`config.mk`:
```
export PLATFORM = sky130hd
export DESIGN_NAME = shift_arbiter_flat
export DESIGN_NICKNAME = d
export VERILOG_FILES = /design/src/rtl/shift_pkg.sv /design/src/rtl/shift_arbiter_if.sv /design/src/rtl/rr_arb2.sv /design/src/rtl/shifter.sv /design/src/rtl/shift_arbiter.sv /design/src/flat_wrapper.sv
export SDC_FILE = /design/constraint.sdc
export NUM_CORES = 1
export LEC_CHECK = 0
export ABC_AREA = 1
export CELL_PAD_IN_SITES_DETAIL_PLACEMENT = 0
export CELL_PAD_IN_SITES_GLOBAL_PLACEMENT = 2
export CORE_MARGIN = 2
export CORE_UTILIZATION = 23
export CTS_CLUSTER_SIZE = 8
export DETAILED_ROUTE_END_ITERATION = 10
export PLACE_DENSITY_LB_ADDON = 0.2
export RECOVER_POWER = 100
export SYNTH_ARGS = -nofsm -noshare
export SYNTH_HDL_FRONTEND = slang
export SYNTH_SLANG_ARGS = --single-unit
```
`constraint.sdc`:
```
create_clock -name clk -period 1.7 [get_ports clk]
set_input_delay 0.34 -clock clk [delete_from_list [all_inputs] [get_ports clk]]
set_output_delay 0.34 -clock clk [all_outputs]
set_load 0.05 [all_outputs]
```
`src/rtl/shift_pkg.sv`:
```
// Shared types and constants for the shift arbiter slice: op encodings,
// datapath widths and the request bundle fed to the shifter.
package shift_pkg;

  localparam int SH_DATA_W = 16;
  localparam int SH_CNT_W  = 4;

  typedef enum logic [1:0] {
    SH_ROL = 2'b00,
    SH_SLL = 2'b01,
    SH_ROR = 2'b10,
    SH_SRL = 2'b11
  } shift_op_e;

  typedef struct packed {
    logic [SH_DATA_W-1:0] data;
    logic [SH_CNT_W-1:0]  cnt;
    shift_op_e            op;
  } shift_req_t;

endpackage

```
`src/rtl/shift_arbiter_if.sv`:
```
// Bus bundle between the two shift requesters, the arbiter and the
// writeback consumer. "master" is the requester/consumer side, "slave" the arbiter.
interface shift_arbiter_if
  import shift_pkg::*;
#(
  parameter int DATA_W = SH_DATA_W,
  parameter int CNT_W  = SH_CNT_W
);

  logic              req0_valid;
  logic              req0_ready;
  logic [DATA_W-1:0] req0_data;
  logic [CNT_W-1:0]  req0_cnt;
  logic [1:0]        req0_op;

  logic              req1_valid;
  logic              req1_ready;
  logic [DATA_W-1:0] req1_data;
  logic [CNT_W-1:0]  req1_cnt;
  logic [1:0]        req1_op;

  logic              out_valid;
  logic              out_ready;
  logic [DATA_W-1:0] out_data;
  logic              out_id;

  modport master (
    output req0_valid, req0_data, req0_cnt, req0_op,
    input  req0_ready,
    output req1_valid, req1_data, req1_cnt, req1_op,
    input  req1_ready,
    input  out_valid, out_data, out_id,
    output out_ready
  );

  modport slave (
    input  req0_valid, req0_data, req0_cnt, req0_op,
    output req0_ready,
    input  req1_valid, req1_data, req1_cnt, req1_op,
    output req1_ready,
    output out_valid, out_data, out_id,
    input  out_ready
  );

endinterface

```
`src/rtl/rr_arb2.sv`:
```
// Two-way arbiter. Round-robin by default; defining SHIFT_ARB_FIXED_PRIO_EN
// makes requester 0 always win and removes the pointer register.
module rr_arb2 #(
  parameter bit RR_INIT = 1'b0
) (
  input  logic       clk,
  input  logic       rst_n,
  input  logic [1:0] req,
  input  logic       accept,
  output logic [1:0] grant
);

`ifdef SHIFT_ARB_FIXED_PRIO_EN

  // Fixed priority: requester 0 dominates
  always_comb begin
    grant    = 2'b00;
    grant[0] = req[0];
    grant[1] = req[1] & ~req[0];
  end

`else

  logic ptr_r;

  // Contended grant goes to the requester named by the pointer
  always_comb begin
    grant    = 2'b00;
    grant[0] = req[0] & (~req[1] | (ptr_r == 1'b0));
    grant[1] = req[1] & (~req[0] | (ptr_r == 1'b1));
  end

  // Pointer moves to the loser of every accept, even an uncontended one
  always_ff @(posedge clk or negedge rst_n) begin
    if (!rst_n) begin
      ptr_r <= RR_INIT;
    end else if (accept) begin
      ptr_r <= grant[0];
    end else begin
      ptr_r <= ptr_r;
    end
  end

`endif

endmodule

```
`src/rtl/shifter.sv`:
```
// 16-bit combinational barrel shifter: rotate/shift left/right by 0..15.
// Rotates use a doubled operand so a count of zero needs no special case.
module shifter
  import shift_pkg::*;
(
  input  logic [SH_DATA_W-1:0] data,
  input  logic [SH_CNT_W-1:0]  cnt,
  input  shift_op_e            op,
  output logic [SH_DATA_W-1:0] result
);

  logic [2*SH_DATA_W-1:0] dbl_s;
  logic [2*SH_DATA_W-1:0] rol_s;
  logic [2*SH_DATA_W-1:0] ror_s;

  // Op decode and shift network
  always_comb begin
    dbl_s  = {data, data};
    rol_s  = dbl_s << cnt;
    ror_s  = dbl_s >> cnt;
    result = data;
    case (op)
      SH_ROL:  result = rol_s[2*SH_DATA_W-1:SH_DATA_W];
      SH_SLL:  result = data << cnt;
      SH_ROR:  result = ror_s[SH_DATA_W-1:0];
      SH_SRL:  result = data >> cnt;
      default: result = data;
    endcase
  end

endmodule

```
`src/rtl/shift_arbiter.sv`:
```
// Shares one barrel shifter between the ALU and microcode shift paths with a
// one-entry result register. Optional SHIFT_ARB_FIXED_PRIO_EN selects fixed priority.
module shift_arbiter
  import shift_pkg::*;
#(
  parameter int DATA_W  = 16,
  parameter int CNT_W   = 4,
  parameter int RR_INIT = 0
) (
  input  logic          clk,
  input  logic          rst_n,
  shift_arbiter_if.slave bus
);

  if (DATA_W != SH_DATA_W || CNT_W != SH_CNT_W) begin : g_bad_width
    $error("shift_arbiter: DATA_W/CNT_W must be 16/4 to match shifter");
  end
  if (RR_INIT != 0 && RR_INIT != 1) begin : g_bad_rr_init
    $error("shift_arbiter: RR_INIT must be 0 or 1");
  end

  logic              slot_free_s;
  logic              accept_s;
  logic              sel1_s;
  logic [1:0]        grant_s;
  shift_req_t        req0_s;
  shift_req_t        req1_s;
  shift_req_t        sel_req_s;
  logic [DATA_W-1:0] shift_res_s;

  logic              out_valid_r;
  logic              out_id_r;
  logic [DATA_W-1:0] out_data_r;

  rr_arb2 #(
    .RR_INIT (1'(RR_INIT))
  ) u_arb (
    .clk    (clk),
    .rst_n  (rst_n),
    .req    ({bus.req1_valid, bus.req0_valid}),
    .accept (accept_s),
    .grant  (grant_s)
  );

  // A drain and a new accept may share a cycle
  assign slot_free_s    = ~out_valid_r | bus.out_ready;
  assign bus.req0_ready = grant_s[0] & slot_free_s;
  assign bus.req1_ready = grant_s[1] & slot_free_s;
  assign sel1_s         = bus.req1_valid & bus.req1_ready;
  assign accept_s       = (bus.req0_valid & bus.req0_ready) | sel1_s;

  // Operand mux; idles on requester 0 when nothing is accepted
  always_comb begin
    req0_s = '{data: bus.req0_data, cnt: bus.req0_cnt, op: shift_op_e'(bus.req0_op)};
    req1_s = '{data: bus.req1_data, cnt: bus.req1_cnt, op: shift_op_e'(bus.req1_op)};
    if (sel1_s) begin
      sel_req_s = req1_s;
    end else begin
      sel_req_s = req0_s;
    end
  end

  shifter u_shifter (
    .data   (sel_req_s.data),
    .cnt    (sel_req_s.cnt),
    .op     (sel_req_s.op),
    .result (shift_res_s)
  );

  // One-entry result register with valid/ready handshake
  always_ff @(posedge clk or negedge rst_n) begin
    if (!rst_n) begin
      out_valid_r <= 1'b0;
      out_id_r    <= 1'b0;
      out_data_r  <= '0;
    end else if (accept_s) begin
      out_valid_r <= 1'b1;
      out_id_r    <= sel1_s;
      out_data_r  <= shift_res_s;
    end else if (bus.out_ready) begin
      out_valid_r <= 1'b0;
    end else begin
      out_valid_r <= out_valid_r;
    end
  end

  assign bus.out_valid = out_valid_r;
  assign bus.out_id    = out_id_r;
  assign bus.out_data  = out_data_r;

endmodule

```
`src/flat_wrapper.sv`:
```
// flat-port wrapper written by rule: the top's interface ports become plain ports
module shift_arbiter_flat import shift_pkg::*;
#(
  parameter int DATA_W  = 16,
  parameter int CNT_W   = 4,
  parameter int RR_INIT = 0
)
  (clk, rst_n, bus_req0_valid, bus_req0_data, bus_req0_cnt, bus_req0_op, bus_req0_ready, bus_req1_valid, bus_req1_data, bus_req1_cnt, bus_req1_op, bus_req1_ready, bus_out_valid, bus_out_data, bus_out_id, bus_out_ready);
  shift_arbiter_if #(.DATA_W(DATA_W), .CNT_W(CNT_W)) bus_i ();
  input  logic clk;
  input  logic rst_n;
  input wire logic [$bits(bus_i.req0_valid)-1:0] bus_req0_valid;
  input wire logic [$bits(bus_i.req0_data)-1:0] bus_req0_data;
  input wire logic [$bits(bus_i.req0_cnt)-1:0] bus_req0_cnt;
  input wire logic [$bits(bus_i.req0_op)-1:0] bus_req0_op;
  output wire logic [$bits(bus_i.req0_ready)-1:0] bus_req0_ready;
  input wire logic [$bits(bus_i.req1_valid)-1:0] bus_req1_valid;
  input wire logic [$bits(bus_i.req1_data)-1:0] bus_req1_data;
  input wire logic [$bits(bus_i.req1_cnt)-1:0] bus_req1_cnt;
  input wire logic [$bits(bus_i.req1_op)-1:0] bus_req1_op;
  output wire logic [$bits(bus_i.req1_ready)-1:0] bus_req1_ready;
  output wire logic [$bits(bus_i.out_valid)-1:0] bus_out_valid;
  output wire logic [$bits(bus_i.out_data)-1:0] bus_out_data;
  output wire logic [$bits(bus_i.out_id)-1:0] bus_out_id;
  input wire logic [$bits(bus_i.out_ready)-1:0] bus_out_ready;
  assign bus_i.req0_valid = bus_req0_valid;
  assign bus_i.req0_data = bus_req0_data;
  assign bus_i.req0_cnt = bus_req0_cnt;
  assign bus_i.req0_op = bus_req0_op;
  assign bus_req0_ready = bus_i.req0_ready;
  assign bus_i.req1_valid = bus_req1_valid;
  assign bus_i.req1_data = bus_req1_data;
  assign bus_i.req1_cnt = bus_req1_cnt;
  assign bus_i.req1_op = bus_req1_op;
  assign bus_req1_ready = bus_i.req1_ready;
  assign bus_out_valid = bus_i.out_valid;
  assign bus_out_data = bus_i.out_data;
  assign bus_out_id = bus_i.out_id;
  assign bus_i.out_ready = bus_out_ready;
  shift_arbiter #(.DATA_W(DATA_W), .CNT_W(CNT_W), .RR_INIT(RR_INIT)) u_core (.clk(clk), .rst_n(rst_n), .bus(bus_i));
endmodule
```
After elaboration in Yosys (flattened, before gate mapping)
Index checks and enable logic that the tools add are counted.

Shifts and indexed selects: 4. Bitwise gates (word level): 14. Equality and inequality tests: 3. Reductions and logical operators: 2. Muxes and demuxes: 4.

Operators with widths (count): 16-bit case mux with 4 select lines (1); 32-bit by 4-bit left shift with 32-bit output (1); 32-bit by 4-bit >> shifter with 16-bit output (1); 22-bit 2-to-1 mux (1); 16-bit by 4-bit left shift with 16-bit output (1); 16-bit by 4-bit >> shifter with 16-bit output (1); 1-bit AND (6); 2-bit == test (second input constant) (2); 1-bit NOT (4); 1-bit bitwise OR (4); 2-bit by 1-bit == test with 1-bit output (second input constant) (1); 2-bit logical NOT (1); 1-bit 2-to-1 mux (2); 2-bit nonzero test (1).

Output and inout port bits: 20. Input bits: 49. Bits in registers: 19.

Depth between registers and ports, before layout
Gate-level depths: netlist (run 1).

Depth after elaboration: 8. Mapped depth: 18. Depth with buffers taken out: 16.

Modules after synthesis
A second synthesis (run 1) with hierarchy kept.

Cells, all modules: 570. Area, all modules: 2909.0 um2.

By module, submodules not included: shifter (area each 1788.0 um2, seq. area each 0.0 um2, instances 1, cells an instance 408); shift_arbiter (area each 1059.8 um2, seq. area each 450.4 um2, instances 1, cells an instance 152); rr_arb2 (area each 61.3 um2, seq. area each 25.0 um2, instances 1, cells an instance 10).

Worst setup path after synthesis (run 1)
OpenSTA, ideal clock, no wires.

Path type: flip-flop to flip-flop. From: reg u_core.out_valid_r (netlist: u_core.bus.out_valid). To: reg u_core.out_data_r[13] (netlist: u_core.bus.out_data[13]). Cell stages (with the launch flop): 10. Slack: -0.902 ns. Data arrival time: 2.480 ns. Required time: 1.578 ns. Cell sequence: dfrtp_1 -> nand2_4 -> nand2_1 -> a21oi_1 -> nor2_1 -> inv_1 -> clkbuf_1 -> nand2_1 -> nor2_1 -> a21oi_1.

RTL lines: from (decl) (RTL line shift_arbiter.sv:31) `logic out_valid_r;`; from (signal assigned) (RTL line shift_arbiter.sv:83) `out_valid_r <= out_valid_r;`; 1-bit NOT (RTL line shift_arbiter.sv:46) `assign slot_free_s = ~out_valid_r | bus.out_ready;`; 1-bit bitwise OR (RTL line shift_arbiter.sv:46); 1-bit AND (RTL line shift_arbiter.sv:47) `assign bus.req0_ready = grant_s[0] & slot_free_s;`; named net bus_req0_ready (RTL line flat_wrapper.sv:16) `output wire logic [$bits(bus_i.req0_ready)-1:0] bus_req0_ready;`; 1-bit AND (RTL line shift_arbiter.sv:50) `assign accept_s = (bus.req0_valid & bus.req0_ready) | sel1_s;`; 1-bit bitwise OR (RTL line shift_arbiter.sv:50); to (signal assigned) (RTL line shift_arbiter.sv:79) `out_data_r <= shift_res_s;`; to (decl) (RTL line shift_arbiter.sv:33) `logic [DATA_W-1:0] out_data_r;`.

The timed path passes the listed nets, and every way through them passes these cells. A chain may end at the register's enable or synchronous reset.

Worst setup path in the final report (run 1)
From: reg u_core.u_arb.ptr_r. To: reg u_core.out_data_r[0] (netlist: u_core.bus.out_data[0]).

Word-level cells in the longest chain between the ends: 7.

Ends and longest elaborated chain: from (decl) (RTL line rr_arb2.sv:24) `logic ptr_r;`; from (signal assigned) (RTL line rr_arb2.sv:38) `ptr_r <= grant[0];`; from (signal assigned) (RTL line rr_arb2.sv:40) `ptr_r <= ptr_r;`; 1-bit bitwise OR (RTL line rr_arb2.sv:30) `grant[1] = req[1] & (~req[0] | (ptr_r == 1'b1));`; 1-bit AND (RTL line rr_arb2.sv:30); 1-bit AND (RTL line shift_arbiter.sv:48) `assign bus.req1_ready = grant_s[1] & slot_free_s;`; 1-bit AND (RTL line shift_arbiter.sv:49) `assign sel1_s = bus.req1_valid & bus.req1_ready;`; 22-bit 2-to-1 mux (RTL line shift_arbiter.sv:56) `if (sel1_s) begin`; 16-bit by 4-bit >> shifter with 16-bit output (tied with other cells) (RTL line shifter.sv:26) `SH_SRL: result = data >> cnt;`; 16-bit case mux with 4 select lines (RTL line shifter.sv:22) `case (op)`.

Several ways; a longest one is shown, not always the timed one.

==> results of run 1 <==
==> cells in the final DEF, fill, tap and decap left out, types with 2 or more instances in the layout <==
master,instances
nand2_1,131
nand3_1,92
nand3_2,69
buf_4,49
clkdlybuf4s50_1,45
inv_1,39
nand2_2,36
nand2_4,24
clkbuf_1,19
dfrtp_1,18
nor2_1,17
o21ai_4,15
buf_12,15
nand3_4,14
nand4_1,14
buf_6,13
nand2_8,10
or2_2,7
inv_2,6
a21oi_2,6
nor2_2,5
clkbuf_16,4
o21ai_2,3
buf_16,3
dlygate4sd2_1,3
nor2_4,2
==> state kept, by name, indices dropped and copies added (netlist names) <==
| register | flops |
|---|---|
| u_core.bus.out_id | 1 |
| u_core.u_arb.ptr_r | 1 |
| u_core.bus.out_data | 16 |
| u_core.bus.out_valid | 1 |
==> timing repair <==
| action | 4_1_cts | 5_1_grt |
|---|---|---|
| pin swaps | 35 | 37 |
| buffers inserted | 20 | 1 |
| endpoints found under the setup margin | 18 | 20 |
| resized for setup | 142 | 116 |
| gates cloned | 7 | 3 |
==> metrics by stage <==
stage | hold slack [ps] | worst slack (ps) | TNS [ps] | cell area [sq um] | util
detailed placement | 468 | -913 | -14720 | 4220 | 0.336
CTS | 429 | -426 | -6530 | 5220 | 0.416
finish | 479 | -404 | -6070 | 5690 | 0.453
floorplan | 44.4 | -277 | -3870 | 3030 | -
global placement | 468 | -916 | -14550 | 4220 | 0.336
global route | 497 | -549 | -8450 | 5690 | 0.453
==> worst max-delay path: cells and delay by family (launching register included) <==
family	cells	cell delay, ps
AND/OR/NAND/NOR	10	750
buffers and inverters	5	630
flip-flops	1	390
AO/OA/AOI/OAI	2	260
==> area by class of cell <==
cell class | count | area (sq um)
Tap cell | 172 | 215
Clock buffer | 4 | 78.8
Sequential cell | 19 | 477
Timing Repair Buffer | 150 | 1490
Multi-Input combinational cell | 452 | 3240
Fill cell | 1331 | 6870
Inverter | 47 | 194
==> power groups by stage <==
stage                     logic [mW]  clock network [mW]  registers (mW)
after floorplan                 1.79                   0            1.44
after global placement          3.75                   0           0.763
after detailed placement        3.74                   0           0.770
after CTS                       4.44               0.508           0.768
after global routing            5.06               0.529           0.783
final                           4.68               0.490           0.761
==> routing by layer <==
metal  share of wire  GRT usage  up-vias
met5               0          0        -
met1            0.41      0.244     2028
met3           0.049     0.0257       34
li1                -          -     2073
met4           0.038     0.0776        0
met2            0.50      0.350      131
==> how the worst max path moves through the flow <==
stage / end
after floorplan: u_core.bus.out_data[11]
after global placement: u_core.bus.out_data[0]
after detailed placement: u_core.bus.out_data[0]
after CTS: u_core.bus.out_data[4]
after global routing: u_core.bus.out_data[12]
final: u_core.bus.out_data[0]
==> kinds of logic (layout without fill, tap and decap cells) <==
| logic type | after synthesis | count (layout) | synth area share |
|---|---|---|---|
| AO/OA/AOI/OAI | 29 | 29 | 0.0701 |
| buffers and inverters | 78 | 201 | 0.123 |
| flip-flops | 19 | 19 | 0.161 |
| AND/OR/NAND/NOR | 420 | 423 | 0.645 |
==> flow_summary.ini, run 1 <==
[global_route]
grtUsageTotal = 0.198
grt_pass1_wl_mm = 21.2
overflow = 0
grt_max_degree = 22
antenna_found_initial = 0
first_global_vias = 4302

[placement]
gp_congestion = 0.894
hpwl_mm = 9.86
dp_cells = 812
portBuffers = 68

[logic_synthesis]
synth_nets = 595
ys_ff_latch = 19
synth_common_cells = 191 x nand2_1, 174 x nand3_1, 41 x inv_1
yosysTopAreaCell = nand3_1
async_reset_ff_frac = 1.00
netlist.area_leader.share = 0.296
syn_area_sq_um = 2950
synth-edff-count = 0
yosysSeqAreaShare = 0.161
yosys_warnings = 0
avgSynthCellArea_sq_um = 5.40
synth_flop_cell = dfrtp_1
synth_area_leaders = nand3_1 30%, nand2_1 24%, dfrtp_1 16%, inv_1 5.2%, nor2_1 3.1%
yosysMostFrequentCell = nand2_1
synthCells = 546
ys_types = 26

[status]
violations = setup timing
status = complete, but fails checks

[timing]
rsz0062_at_grt = yes
fin_crit_sh = 1.24
worst_slew_pin_slew_ps = 1040
fin_ws_ps = -404
clock_skew_ps = 2.08
maxSlewViolCount = 0
setup_viol = 18
fin_crit_ps = 2100
max_clock_freq_mhz = 475
max-slew-margin-rel = 0.304
final_hold_viol_count = 0

[setup_path]
crit_slowest_cell = dfrtp_1
path_class = flip-flop to flip-flop
cp.required_ps = 1880
start_kind = flip-flop
cp_max_fo = 6
r2r-start = u_core.u_arb.ptr_r
cp-end-kind = flip-flop
r2r_setup_slack_ps = -400
cp_cell_sequence = inv_2, nand2_4, nand3_4, buf_6, buf_12, nand2_4, o21ai_4, buf_8, buf_12, nand3_2, nand3_1, nand2_1, nand2_1, nand2_1, o21ai_2, nor2_2, nor2_1
r2r_cells = 17
crit_arrival_ps = 2290
crit_top_cell = nand2_1
reg2reg_to = u_core.bus.out_data[0]
critPathMaxStageDelay_ps = 390
startpoint = u_core.u_arb.ptr_r

[run]
maxCapViolCount = 0

[detailed_routing]
wirelength_mm = 13.5
drtPass1Iterations = 4
drt_iter0_drc = 268
wire_per_inst_um = 16.0
viasPerCell = 5.05
dr_total_vias = 4266
ant_nets = 0
route.detailed.drc = 0

[power]
worst_ir_drop_vdd_mv = 0.578
power.density_nw_per_um2 = 1040
switching_share = 0.550
combinationalPowerShare = 0.789
seqPwrFrac = 0.128
p_int_mw = 2.67
p_leak_nw = 2.74
power.total_mw = 5.93
netSwitchingPower_mw = 3.26
p_clk_frac = 0.083

[clock_network]
root_buffer = clkbuf_16
htreeDepth = 1
cts_max_path_buffers = 2
ctsHoldBuffers = 0
cts_made_buffers = 3
clkTransAtPathRegs_ps = 50
numClockSinks = 19
clkLatencyLatePin_ps = 250
cts_tree = done

[cells_and_area]
finalNetCount = 722
diodes = 0
final_cell_count_no_fill = 844
syn2layout_area_growth_pct = 93.2
drive_gt1_frac = 0.435

[floorplan]
ios = 69
die_y_um = 117
initial_utilization = 0.234
core-area_sq_um = 12600
die_x_um = 117
placementRows = 41
dieArea_sq_um = 13700

[min_path]
min_to = u_core.bus.out_id
min-delay-start = u_core.bus.out_id
hold_class = flip-flop to flip-flop
hold_path_depth = 2
No activity file was read; power rests on OpenSTA's default activity.
==> run 2: changes to the inputs <==
--- a/config.mk
+++ b/config.mk
@@ -14,6 +14,7 @@
 export DETAILED_ROUTE_END_ITERATION = 10
 export PLACE_DENSITY_LB_ADDON = 0.2
 export RECOVER_POWER = 100
+export REMOVE_ABC_BUFFERS = 1
 export SYNTH_ARGS = -nofsm -noshare
 export SYNTH_HDL_FRONTEND = slang
 export SYNTH_SLANG_ARGS = --single-unit
==> run 2 against run 1 <==
Effect of this change: the flow still finishes with violations (setup timing); sequential share of layout area rose by 1.3 points; clock power rose by 3%; power fell by 9.8%; fmax rose by 2.7%; register-to-register slack improved by 60 ps; non-clock buffer count fell by 13; die area did not move; wire length fell by 1.1%; cell count fell by 1.4%; first-iteration DRC count rose by 1.9%; critical path type unchanged; largest cell class unchanged; largest power group unchanged.
==> flow_summary.ini, run 2 (synthesis results as in run 1) <==
[timing]
maxSlewViolCount = 0
max-slew-margin-rel = 0.586
final_hold_viol_count = 0
clock_skew_ps = 4.91
fin_crit_sh = 1.21
worst_slew_pin_slew_ps = 624
fin_crit_ps = 2050
rsz0062_at_grt = yes
tns_ps = -4710
max_clock_freq_mhz = 488
fin_ws_ps = -349
setup_viol = 18

[clock_network]
clkLatencyLatePin_ps = 260
root_buffer = clkbuf_16
clkTransAtPathRegs_ps = 60
cts_max_path_buffers = 2
cts_tree = done
numClockSinks = 19
cts_made_buffers = 3
htreeDepth = 1

[cells_and_area]
final_common_cell = nand3_1
diodes = 0
final_cell_mix = 147 x nand3_1, 146 x nand2_1, 45 x buf_4, 44 x clkdlybuf4s50_1
largest_reg_flops = 16
syn2layout_area_growth_pct = 66.9
fillers = 1393
drive_gt1_frac = 0.315
finalNetCount = 710
final_cell_count_no_fill = 832

[min_path]
hold_path_depth = 2
min_to = u_core.bus.out_data[8]
hold_class = flip-flop to flip-flop
min-delay-start = u_core.bus.out_data[8]

[status]
status = complete, but fails checks
violations = setup timing

[power]
p_leak_nw = 2.43
worst_ir_drop_vdd_mv = 0.829
power.density_nw_per_um2 = 1090

[setup_path]
r2r_cells = 13
path_class = flip-flop to flip-flop
r2r-start = u_core.bus.out_valid
startpoint = u_core.bus.out_valid
reg2reg_to = u_core.bus.out_data[6]
crit_arrival_ps = 2190
r2r_setup_slack_ps = -350
cp-end-kind = flip-flop
start_kind = flip-flop
cp.required_ps = 1850
cp_max_fo = 8

[floorplan]
placementRows = 41
die_x_um = 117
dieArea_sq_um = 13700
die_y_um = 117
ios = 69
core-area_sq_um = 12600
initial_utilization = 0.234

[global_route]
overflow = 0
grtUsageTotal = 0.196
first_global_vias = 3999
grt_pass1_wl_mm = 20.9
grt_max_degree = 34
antenna_found_initial = 0

[placement]
hpwl_mm = 10.2
dp_cells = 809
gp_congestion = 0.883
portBuffers = 68

[run]
maxCapViolCount = 0

[detailed_routing]
route.detailed.drc = 0
drt_iter0_drc = 273
viasPerCell = 4.98
drtPass1Iterations = 5
dr_total_vias = 4141
wirelength_mm = 13.3
ant_nets = 0
wire_per_inst_um = 16.0
==> run 2: changes by cell type in the layout (fill, tap and decap cells not counted), sizes merged <==
cell           before  now
inv                46   47
clkdlybuf4s50      45   44
nand3             175  176
buf                82   69
clkinv              1    0
dlygate4sd3         0    1
==> run 2: per-layer routing <==
layer | vias to the layer above | GRT usage | part of all wire
met2 | 135 | 0.356 | 0.50
met5 | - | 0 | 0
met4 | 0 | 0.0596 | 0.036
li1 | 2044 | - | -
met1 | 1932 | 0.242 | 0.42
met3 | 30 | 0.0247 | 0.041
==> run 2: how the worst max path moves through the flow <==
stage                               to  slack, ps  cells after the start
4_1_cts         u_core.bus.out_data[8]       -290                     13
5_1_grt        u_core.bus.out_data[12]       -490                     16
3_5_place_dp   u_core.bus.out_data[13]       -870                     17
6_report        u_core.bus.out_data[6]       -350                     13
3_3_place_gp   u_core.bus.out_data[13]       -850                     17
2_1_floorplan  u_core.bus.out_data[12]      -1720                     14
==> run 2: critical path, cell delays in order, from the launching register on <==
cell,delay [ps]
dfrtp_1,420
nand2_4,110
buf_4,130
nand3_4,90
o21ai_4,320
inv_4,130
clkbuf_16,190
buf_4,130
nand2_1,60
nand2_1,50
nand2_1,90
nand4_1,100
nand3_1,80
nand2_1,50
==> run 2: layout make-up <==
class,instances,area (sq um),share of cell area
Multi-Input combinational cell,453,2660,0.541
Timing Repair Buffer,137,1300,0.265
Clock buffer,4,78.8,0.0160
Sequential cell,19,475,0.0967
Tap cell,172,215,0.0438
Inverter,47,184,0.0374
==> run 2: power by group <==
group | leakage [nW] | internal (mW) | switching, mW
sequential | 0.224 | 0.650 | 0.105
clock | 0.0382 | 0.320 | 0.183
combinational | 2.17 | 1.43 | 2.66
==> run 2: per-stage QoR <==
stage	cell area, sq um	utilization	power, mW	worst slack [ps]	hold slack (ps)
floorplan	2760	-	3.04	-1720	44.4
global placement	4120	0.328	4.47	-853	466
detailed placement	4120	0.328	4.46	-870	470
CTS	4730	0.376	5.36	-295	457
global route	4920	0.391	5.79	-487	498
finish	4920	0.391	5.35	-349	479
==> run 2: timing repair <==
| action | in CTS | in global routing |
|---|---|---|
| pin swaps | 12 | 16 |
| setup buffers | 6 | 4 |
| cloned | 5 | 4 |
| endpoints found under the setup margin | 18 | 18 |
| hold buffers | 0 | 0 |
| gates resized for setup | 115 | 35 |
